`src/rtl/microwave_cook_sequencer.sv`:
```
`default_nettype none
// ---------------------------------------------------------------------------
// Module   : microwave_cook_sequencer
// Brief    : Cook-cycle FSM with keypad/preset entry, BCD mm:ss countdown,
//            magnetron power gating and end-of-cook buzzer.
// Revision : 1.0  initial release
// ---------------------------------------------------------------------------
module microwave_cook_sequencer #(
    parameter int TICK_DIV   = 50000000,
    parameter int BUZZ_SECS  = 3,
    parameter int ADD_SECS   = 30,
    parameter int FULL_POWER = 100
) (
    input  logic        clk,
    input  logic        reset,
    input  logic        start,
    input  logic        stop,
    input  logic        door_open,
    input  logic        digit_valid,
    input  logic [3:0]  digit,
    input  logic        preset_valid,
    input  logic [15:0] preset_time,
    input  logic [7:0]  preset_power,
    output logic [3:0]  min_tens,
    output logic [3:0]  min_ones,
    output logic [3:0]  sec_tens,
    output logic [3:0]  sec_ones,
    output logic [7:0]  power,
    output logic        magnetron_en,
    output logic        buzzer,
    output logic [2:0]  state
);

    localparam int PS_W = (TICK_DIV > 1) ? $clog2(TICK_DIV) : 1;
    localparam int BZ_W = (BUZZ_SECS > 1) ? $clog2(BUZZ_SECS + 1) : 1;
    localparam logic [PS_W-1:0] C_PS_MAX  = PS_W'(TICK_DIV - 1);
    localparam logic [BZ_W-1:0] C_BZ_LAST = BZ_W'(BUZZ_SECS - 1);
    localparam logic [7:0]      C_FULL    = 8'(FULL_POWER);

    typedef enum logic [2:0] {
        ST_IDLE   = 3'd0,
        ST_ENTRY  = 3'd1,
        ST_COOK   = 3'd2,
        ST_PAUSED = 3'd3,
        ST_DONE   = 3'd4
    } state_t;

    state_t          state_q, state_d;
    logic [15:0]     time_q, time_d;
    logic [7:0]      power_reg_q, power_reg_d;
    logic [PS_W-1:0] prescaler_q, prescaler_d;
    logic [BZ_W-1:0] buzz_cnt_q, buzz_cnt_d;
    logic            buzzer_q, buzzer_d;
    logic            start_prev_q, stop_prev_q;
    logic [15:0]     cook_time;

    logic        w_start_evt;
    logic        w_stop_evt;
    logic        w_tick;
    logic [15:0] w_dec_time;

    // Adds seconds to a BCD mm:ss value, carrying into minutes and
    // saturating at 99:59. With add=0 it normalises seconds > 59.
    function automatic logic [15:0] add_time(input logic [15:0] t, input int add);
        int s;
        int m;
        s = int'(t[7:4]) * 10 + int'(t[3:0]) + add;
        m = int'(t[15:12]) * 10 + int'(t[11:8]) + s / 60;
        s = s % 60;
        if (m > 99) begin
            m = 99;
            s = 59;
        end
        return {4'(m / 10), 4'(m % 10), 4'(s / 10), 4'(s % 10)};
    endfunction

    function automatic logic [15:0] dec_time(input logic [15:0] t);
        logic [15:0] r;
        r = t;
        if (t[3:0] != 4'd0) begin
            r[3:0] = t[3:0] - 4'd1;
        end else if (t[7:4] != 4'd0) begin
            r[7:4] = t[7:4] - 4'd1;
            r[3:0] = 4'd9;
        end else begin
            r[7:0] = 8'h59;
            if (t[11:8] != 4'd0) begin
                r[11:8] = t[11:8] - 4'd1;
            end else begin
                r[15:12] = t[15:12] - 4'd1;
                r[11:8]  = 4'd9;
            end
        end
        return r;
    endfunction

    assign w_start_evt = start & ~start_prev_q;
    assign w_stop_evt  = stop & ~stop_prev_q;
    assign w_tick      = (prescaler_q == C_PS_MAX);
    assign w_dec_time  = dec_time(time_q);

    always_ff @(posedge clk or negedge reset) begin
        if (!reset) begin
            state_q      <= ST_IDLE;
            time_q       <= 16'h0000;
            power_reg_q  <= C_FULL;
            prescaler_q  <= '0;
            buzz_cnt_q   <= '0;
            buzzer_q     <= 1'b0;
            start_prev_q <= 1'b0;
            stop_prev_q  <= 1'b0;
        end else begin
            state_q      <= state_d;
            time_q       <= time_d;
            power_reg_q  <= power_reg_d;
            prescaler_q  <= prescaler_d;
            buzz_cnt_q   <= buzz_cnt_d;
            buzzer_q     <= buzzer_d;
            start_prev_q <= start;
            stop_prev_q  <= stop;
        end
    end

    always_comb begin
        state_d     = state_q;
        time_d      = time_q;
        power_reg_d = power_reg_q;
        prescaler_d = prescaler_q;
        buzz_cnt_d  = buzz_cnt_q;
        buzzer_d    = buzzer_q;
        cook_time   = time_q;

        case (state_q)
            ST_IDLE, ST_ENTRY: begin
                if (w_stop_evt) begin
                    time_d      = 16'h0000;
                    power_reg_d = C_FULL;
                    state_d     = ST_IDLE;
                end else if (door_open) begin
                    state_d = state_q;
                end else if (w_start_evt) begin
                    if ((state_q == ST_IDLE) || (time_q == 16'h0000)) begin
                        time_d      = add_time(16'h0000, ADD_SECS);
                        power_reg_d = C_FULL;
                    end else begin
                        time_d = add_time(time_q, 0);
                    end
                    prescaler_d = '0;
                    state_d     = ST_COOK;
                end else if (preset_valid) begin
                    time_d      = preset_time;
                    power_reg_d = preset_power;
                    state_d     = ST_ENTRY;
                end else if (digit_valid && (digit <= 4'd9)) begin
                    time_d  = {time_q[11:0], digit};
                    state_d = ST_ENTRY;
                end
            end

            ST_COOK: begin
                if (w_stop_evt || door_open) begin
                    state_d = ST_PAUSED;
                end else begin
                    if (w_tick) begin
                        prescaler_d = '0;
                        cook_time   = w_dec_time;
                    end else begin
                        prescaler_d = prescaler_q + 1'b1;
                    end
                    // A +30 s press landing on a tick applies after the decrement.
                    if (w_start_evt) begin
                        cook_time = add_time(cook_time, ADD_SECS);
                    end
                    time_d = cook_time;
                    if (cook_time == 16'h0000) begin
                        state_d     = ST_DONE;
                        buzzer_d    = 1'b1;
                        prescaler_d = '0;
                        buzz_cnt_d  = '0;
                    end
                end
            end

            ST_PAUSED: begin
                if (w_stop_evt) begin
                    time_d      = 16'h0000;
                    power_reg_d = C_FULL;
                    state_d     = ST_IDLE;
                end else if (!door_open && w_start_evt) begin
                    prescaler_d = '0;
                    state_d     = ST_COOK;
                end
            end

            ST_DONE: begin
                if (w_stop_evt) begin
                    buzzer_d    = 1'b0;
                    power_reg_d = C_FULL;
                    state_d     = ST_IDLE;
                end else if (w_tick) begin
                    prescaler_d = '0;
                    if (buzz_cnt_q == C_BZ_LAST) begin
                        buzz_cnt_d  = '0;
                        buzzer_d    = 1'b0;
                        power_reg_d = C_FULL;
                        state_d     = ST_IDLE;
                    end else begin
                        buzz_cnt_d = buzz_cnt_q + 1'b1;
                    end
                end else begin
                    prescaler_d = prescaler_q + 1'b1;
                end
            end

            default: begin
                state_d = ST_IDLE;
            end
        endcase
    end

    assign magnetron_en = (state_q == ST_COOK) & ~door_open;
    assign power        = magnetron_en ? power_reg_q : 8'd0;
    assign buzzer       = buzzer_q;
    assign state        = state_q;
    assign min_tens     = time_q[15:12];
    assign min_ones     = time_q[11:8];
    assign sec_tens     = time_q[7:4];
    assign sec_ones     = time_q[3:0];

endmodule
`default_nettype wire

```
`config.mk`:
```
export PLATFORM = sky130hd
export DESIGN_NAME = microwave_cook_sequencer
export DESIGN_NICKNAME = d
export VERILOG_FILES = /design/src/rtl/microwave_cook_sequencer.sv
export SDC_FILE = /design/constraint.sdc
export NUM_CORES = 1
export LEC_CHECK = 0
export ABC_CLOCK_PERIOD_IN_PS = 11700
export BUFFER_PORTS_ARGS = -buffer_cell sky130_fd_sc_hd__buf_2
export CAP_MARGIN = 20
export CORE_UTILIZATION = 30
export CTS_CLUSTER_SIZE = 10
export DETAILED_ROUTE_END_ITERATION = 7
export PLACE_DENSITY = 0.5
export SLEW_MARGIN = 20
export SYNTH_ARGS = -nofsm -noshare
export SYNTH_HDL_FRONTEND = slang
export SYNTH_SLANG_ARGS = --single-unit
export TNS_END_PERCENT = 30
```
`constraint.sdc`:
```
create_clock -name clk -period 11.7 [get_ports clk]
set_clock_uncertainty 0.2 [all_clocks]
set_input_delay 2.34 -clock clk [delete_from_list [all_inputs] [get_ports clk]]
set_output_delay 2.34 -clock clk [all_outputs]
set_load 0.01 [all_outputs]
```
After elaboration in Yosys (flattened, before gate mapping)
Index checks and enable logic that the tools add are counted.

Memory bits (read-only): 0. Bits in registers: 58. Output and inout port bits: 29. Memories kept: 0. Memory bits (writable): 0. Bits in latches: 0.

Shift-type cells: 0. Divide/modulo/power cells: 12. Add/subtract/negate cells: 13. Order comparisons: 3. Muxes and demuxes: 87. Bitwise operators: 6. $mul: 4. Reduce and logical (&&, ||, !) cells: 22. Eq/ne operators: 24.

Operators with widths (number): $mux 32 (20); $mux 26 (9); $mux 16 (14); $div 32x5->32 const B (4); $mod 32x5->32 const B (4); $pmux 26 s4 (1); $mux 8 (12); $add 10x32->32 (2); $div 32x7->32 const B (2); $gt 32x8->1 const B (2); $mod 32x7->32 const B (2); $pmux 16 s3 (1); $add 8x4->9 (4); $mux 3 (12); $logic_not 16->1 (2); $mul 4x3->7 const B (4); $add 26x1->26 const B (1); $eq 26x26->1 const B (1); $pmux 8 s3 (1); $ne 2x2->1 const B (10); $reduce_bool 4->1 (4); $sub 4x1->4 const B (4); $ne 3x3->1 const B (5); $reduce_and 5->1 (3); other kinds (28) (47).

Logic depth before layout (Yosys ltp)
Depth in word-level cells: 25. Depth in mapped cells: 47. Gate-level depth less buffers: 43.

Worst setup path after synthesis
No wires, ideal clock.

Path kind: flip-flop to flip-flop. Start: register time_q[0]. End: register prescaler_q[18]. Slack: 2.140 ns. Stages on the path, launching flop included: 44. Arrival time: 9.294 ns. Cell sequence: dfrtp_1 > inv_1 > ha_1 > or3b_4 > or4_1 > a211o_1 > and2_1 > buf_6 > clkinv_2 > ha_1 > and2_1 > fa_1 > ha_1 > clkbuf_1 > a211oi_1 > nor4_1 > nand2_2 > clkinv_2 > [... 8 more ...] > a21oi_1 > xnor2_1 > a211oi_1 > a211oi_1 > a211o_1 > clkbuf_1 > clkbuf_1 > nor2_1 > ha_1 > inv_1 > a2111oi_0 > o22a_1 > nor4_1 > and3_1 > a41o_2 > nor2_2 > buf_2 > a22o_1.

Cells in the longest elaborated chain, start to end: 23. Elaborated cells between the ends (all ways): 35. Classes of those cells: add/sub: 5; mul: 2; div: 6; order compare: 1; mux: 19; reduce/logical: 2.

RTL lines: from (decl) (line 49) `logic [15:0] time_q, time_d;`; from (signal assigned) (line 114) `time_q <= time_d;`; $reduce_bool 4->1 (line 80) `if (t[3:0] != 4'd0) begin`; $mux 12 (line 80); $mux 16 (*) (line 164) `if (w_tick) begin`; $mux 16 (*) (line 161) `if (w_stop_evt || door_open) begin`; $mux 16 (*) (line 133) `case (state_q)`; $mul 4x3->7 (line 67) `s = int'(t[7:4]) * 10 + int'(t[3:0]) + add;`; $add 8x4->9 (line 67); $add 9x5->10 (line 67); [... 7 more ...]; $mod 32x5->32 / $div 32x5->32 (equally long branches) (line 74) `return {4'(m / 10), 4'(m % 10), 4'(s / 10), 4'(s % 10)};`; $mux 16 (*) (line 171) `if (w_start_evt) begin`; $mux 16 (*) (line 161); $mux 16 (*) (line 133); $logic_not 16->1 (*) (line 175) `if (cook_time == 16'h0000) begin`; $mux 26 (*) (line 175); $mux 26 (*) (line 161); $pmux 26 s4 (*) (line 133); to (signal assigned) (line 116) `prescaler_q <= prescaler_d;`; to (decl) (line 51) `logic [PS_W-1:0] prescaler_q, prescaler_d;`.

Mark *: on every way between the ends. The rest lies on a longest branch, timed or not. The select of a mux whose other input is x is not followed. A chain may end at the register's enable or synchronous reset.

Final worst setup path
Start: register time_q[0]. End: register prescaler_q[9].

The elaborated chain is that of the path after synthesis.

==> results.rst <==
.. list-table::
   :header-rows: 1

   * - Metric
     - Value
   * - Status
     - completed
   * - Number of instances in the synthesized netlist
     - 1,049
   * - Setup repair after global routing missed its margin
     - false
   * - Length of the first detailed-routing pass in iterations
     - 6
   * - Top flip-flop cell by instance count after synthesis
     - sky130_fd_sc_hd__dfrtp_1
   * - Critical Path Slowest Stage Cell
     - sky130_fd_sc_hd__xor2_1
   * - Max Fclk
     - 93.9 MHz
   * - Number of top-level pins
     - 64
   * - Critical Path Sink Type
     - flop
   * - Pin count of the biggest net entering global routing
     - 59
   * - Routed wire length
     - 24,300 um
   * - Worst R2R Start
     - time_q[0]$_DFFE_PN0P_
   * - Area growth, synth to finish
     - 12.3%
   * - Number of max-slew violations in the final report
     - 0
   * - Share of final-layout standard cells stronger than drive strength 1
     - 11.9%
   * - Layout fillers
     - 2,759
   * - Crit start category
     - flop
   * - Antenna violations before repair
     - 0
   * - Ys Warns
     - 0
   * - Final global-route overflow total
     - 0
   * - Setup slack, reg-to-reg
     - 1.05 ns
   * - Synthesized cell area
     - 7930 um^2
   * - DRC viols
     - 0
   * - R2R Path End
     - prescaler_q[9]$_DFFE_PN0P_
   * - Post-synth EDFFs
     - 0
   * - Final RePlAce weighted congestion
     - 0.901
   * - Final Hold Slack
     - 0.261 ns
   * - Residual antenna-violating net count after detailed routing
     - 0
   * - Drt first-iter violations
     - 807
   * - Clock slew seen by the registers of the worst setup and hold paths
     - 0.06 ns
   * - Post-Synth Simple-Gate Area
     - 24.3%
   * - Register bit count reported by yosys
     - 58
   * - Per-cell via count in the routed design
     - 5.65
   * - Number of cells on the worst reg-to-reg path
     - 38
   * - Class of the worst hold path
     - flop to flop
   * - Number of CTS-inserted buffers
     - 9
   * - Register area share after synthesis
     - 18.4%
   * - H-tree depth
     - 3
   * - Die X
     - 165 um
   * - Number of max-capacitance violations reported
     - 0
   * - Yosys cell types
     - 96
   * - Number of buffers inserted by post-CTS setup repair
     - 0
   * - Most numerous cell types in the synthesized netlist
     - 108 x sky130_fd_sc_hd__nor2_1, 81 x sky130_fd_sc_hd__nand2_1, 68 x sky130_fd_sc_hd__a21oi_1
   * - Critical Path AT
     - 10.73 ns
   * - Number of endpoints with negative hold slack in the final report
     - 0
   * - Most common cell on crit path
     - sky130_fd_sc_hd__ha_1
   * - Dominant combinational cell family by area after synthesis
     - compound AO/OA/AOI/OAI gates
   * - Final critical-path share of the clock period
     - 91.1%
   * - Mux share of post-synthesis cell area
     - 4.28%
   * - Launching element of the worst setup path
     - time_q[0]$_DFFE_PN0P_
   * - Final setup fails
     - 0
   * - Clock Path Buffers
     - 2
   * - I/O Buffers
     - 63
   * - CTS tree
     - built
   * - Headroom to the max-slew limit
     - 26.0%
   * - Area of placed instances
     - 8570 um^2
   * - Maximum net fanout on the critical path
     - 14
   * - Number of nets at the end of the flow
     - 1,184
   * - Full die area
     - 27,100 um^2
   * - Top cell type's share of synthesized area
     - 17.4%
   * - Global-route wire length before repair
     - 39,700 um
   * - Proportion of register bits with asynchronous set or reset after synthesis
     - 100%
   * - Minimum period implied by the final worst setup slack
     - 10.65 ns
   * - Vias in the first global route
     - 7,527
   * - Cell with the most instances after synthesis
     - sky130_fd_sc_hd__nor2_1
   * - Complex-gate fraction of the synthesized area
     - 29.8%
   * - Chip height
     - 165 um
   * - Largest area contributor in the netlist
     - sky130_fd_sc_hd__dfrtp_1
   * - Largest stage delay, worst path
     - 0.54 ns
   * - Root buffer selected by CTS
     - sky130_fd_sc_hd__clkbuf_16
   * - HPWL after detailed placement
     - 18,700 um
   * - Post-Synth Adder-Cell Area
     - 10.8%
   * - Data required, critical path
     - 11.77 ns
   * - End point of the critical path
     - prescaler_q[9]$_DFFE_PN0P_
   * - Total Negative Setup Slacks
     - 0 ns
   * - Critical Setup Path Class
     - flop to flop
   * - TritonCTS Sinks
     - 58
   * - Row count
     - 59
   * - Placeable Area
     - 26,000 um^2
   * - Detailed-route wire length per cell
     - 17.0 um
   * - Skew-Pair Late Insertion Delay
     - 0.34 ns
   * - Slew at the pin closest to its max-slew limit
     - 1.10 ns
   * - Cell area after layout
     - 8900 um^2
   * - Syn Area/Cell
     - 7.56 um^2
   * - Antenna fix cells
     - 0
   * - Area share of xor/xnor cells in the synthesized design
     - 7.05%
   * - Top cells by area, synth
     - sky130_fd_sc_hd__dfrtp_1 17%, sky130_fd_sc_hd__ha_1 7.9%, sky130_fd_sc_hd__nor2_1 5.1%
   * - Effective utilization at floorplan
     - 30.5%
   * - Global-route usage over all layers
     - 18.3%
   * - Number of vias after detailed routing
     - 8,067
[cell families (layout without fill, tap and decap cells)]
| family | after synthesis | count (layout) |
|---|---|---|
| buffers and inverters | 106 | 150 |
| adder cells (fa/ha/maj) | 63 | 63 |
| AO/OA/AOI/OAI | 341 | 341 |
| other | 1 | 2 |
| XOR/XNOR | 59 | 59 |
| flip-flops | 58 | 58 |
| multiplexers | 33 | 33 |
| AND/OR/NAND/NOR | 388 | 388 |
[worst min path at each step]
stage,startpoint,endpoint,slack [ns],depth (start not counted)
after floorplan,buzz_cnt_q[1]$_DFFE_PN0P_,buzz_cnt_q[0]$_DFFE_PN0P_,0.23,1
after global placement,buzz_cnt_q[1]$_DFFE_PN0P_,buzz_cnt_q[0]$_DFFE_PN0P_,0.24,1
after detailed placement,buzz_cnt_q[1]$_DFFE_PN0P_,buzz_cnt_q[0]$_DFFE_PN0P_,0.24,1
after CTS,buzz_cnt_q[1]$_DFFE_PN0P_,buzz_cnt_q[0]$_DFFE_PN0P_,0.26,1
after global routing,buzz_cnt_q[1]$_DFFE_PN0P_,buzz_cnt_q[0]$_DFFE_PN0P_,0.28,1
final,buzz_cnt_q[1]$_DFFE_PN0P_,buzz_cnt_q[0]$_DFFE_PN0P_,0.26,1
[what timing repair did]
action	in CTS	in global routing
endpoints found under the setup margin	0	14
hold buffers	0	0
resized for setup	0	1
[flip-flops by register name (all words and copies together), names as in the netlist]
signal,count
state,3
stop_prev_q,1
buzzer,1
power_reg_q,8
buzz_cnt_q,2
start_prev_q,1
prescaler_q,26
time_q,16
[cell usage in the layout, fill, tap and decap left out, types with 28 or more instances in the layout]
master / count
sky130_fd_sc_hd__a21oi_1: 67
sky130_fd_sc_hd__buf_2: 63
sky130_fd_sc_hd__dfrtp_1: 55
sky130_fd_sc_hd__ha_1: 50
sky130_fd_sc_hd__inv_1: 54
sky130_fd_sc_hd__mux2i_1: 28
sky130_fd_sc_hd__nand2_1: 81
sky130_fd_sc_hd__nand3_1: 45
sky130_fd_sc_hd__nor2_1: 108
sky130_fd_sc_hd__nor3_1: 41
sky130_fd_sc_hd__o21ai_0: 54
sky130_fd_sc_hd__xnor2_1: 40
[per-layer routing]
| metal | part of all wire, % | track usage (%) | vias up |
|---|---|---|---|
| li1 | - | - | 4018 |
| met1 | 51 | 26.3 | 3814 |
| met2 | 44 | 29.1 | 217 |
| met3 | 3.8 | 1.51 | 18 |
| met4 | 1.3 | 4.63 | 0 |
| met5 | 0 | 0 | - |
[cell type report]
cell class | count | area, um^2 | share of cell area [%]
well taps | 335 | 419 | 4.71
repair buffers | 77 | 420 | 4.72
multi-input cells | 886 | 6060 | 68.1
flip-flops and latches | 58 | 1460 | 16.4
inverters | 57 | 216 | 2.43
clock inverters | 7 | 101 | 1.14
clock buffers | 9 | 225 | 2.53
[worst max-delay path, delay by kind of cell, from the launching register on]
| kind | cells | cell delay, ns |
|---|---|---|
| buffers and inverters | 4 | 0.57 |
| DFF | 1 | 0.45 |
| AOI/OAI and AO/OA | 10 | 2.57 |
| adders and majority gates | 7 | 2.11 |
| and+or+nand+nor | 15 | 3.61 |
| xor gates and xnor gates | 2 | 1.06 |
[per-stage QoR]
step,instances,utilization (%),setup slack [ns]
2_1_floorplan,1050,-,2.14
3_3_place_gp,1413,33.0,1.25
3_5_place_dp,1413,33.0,1.01
4_1_cts,1429,34.2,0.958
5_1_grt,1429,34.2,0.105
6_report,1429,34.2,1.05
Power is not shown: default switching activity piles up to over one toggle a cycle in this logic, so the estimate is an artifact.
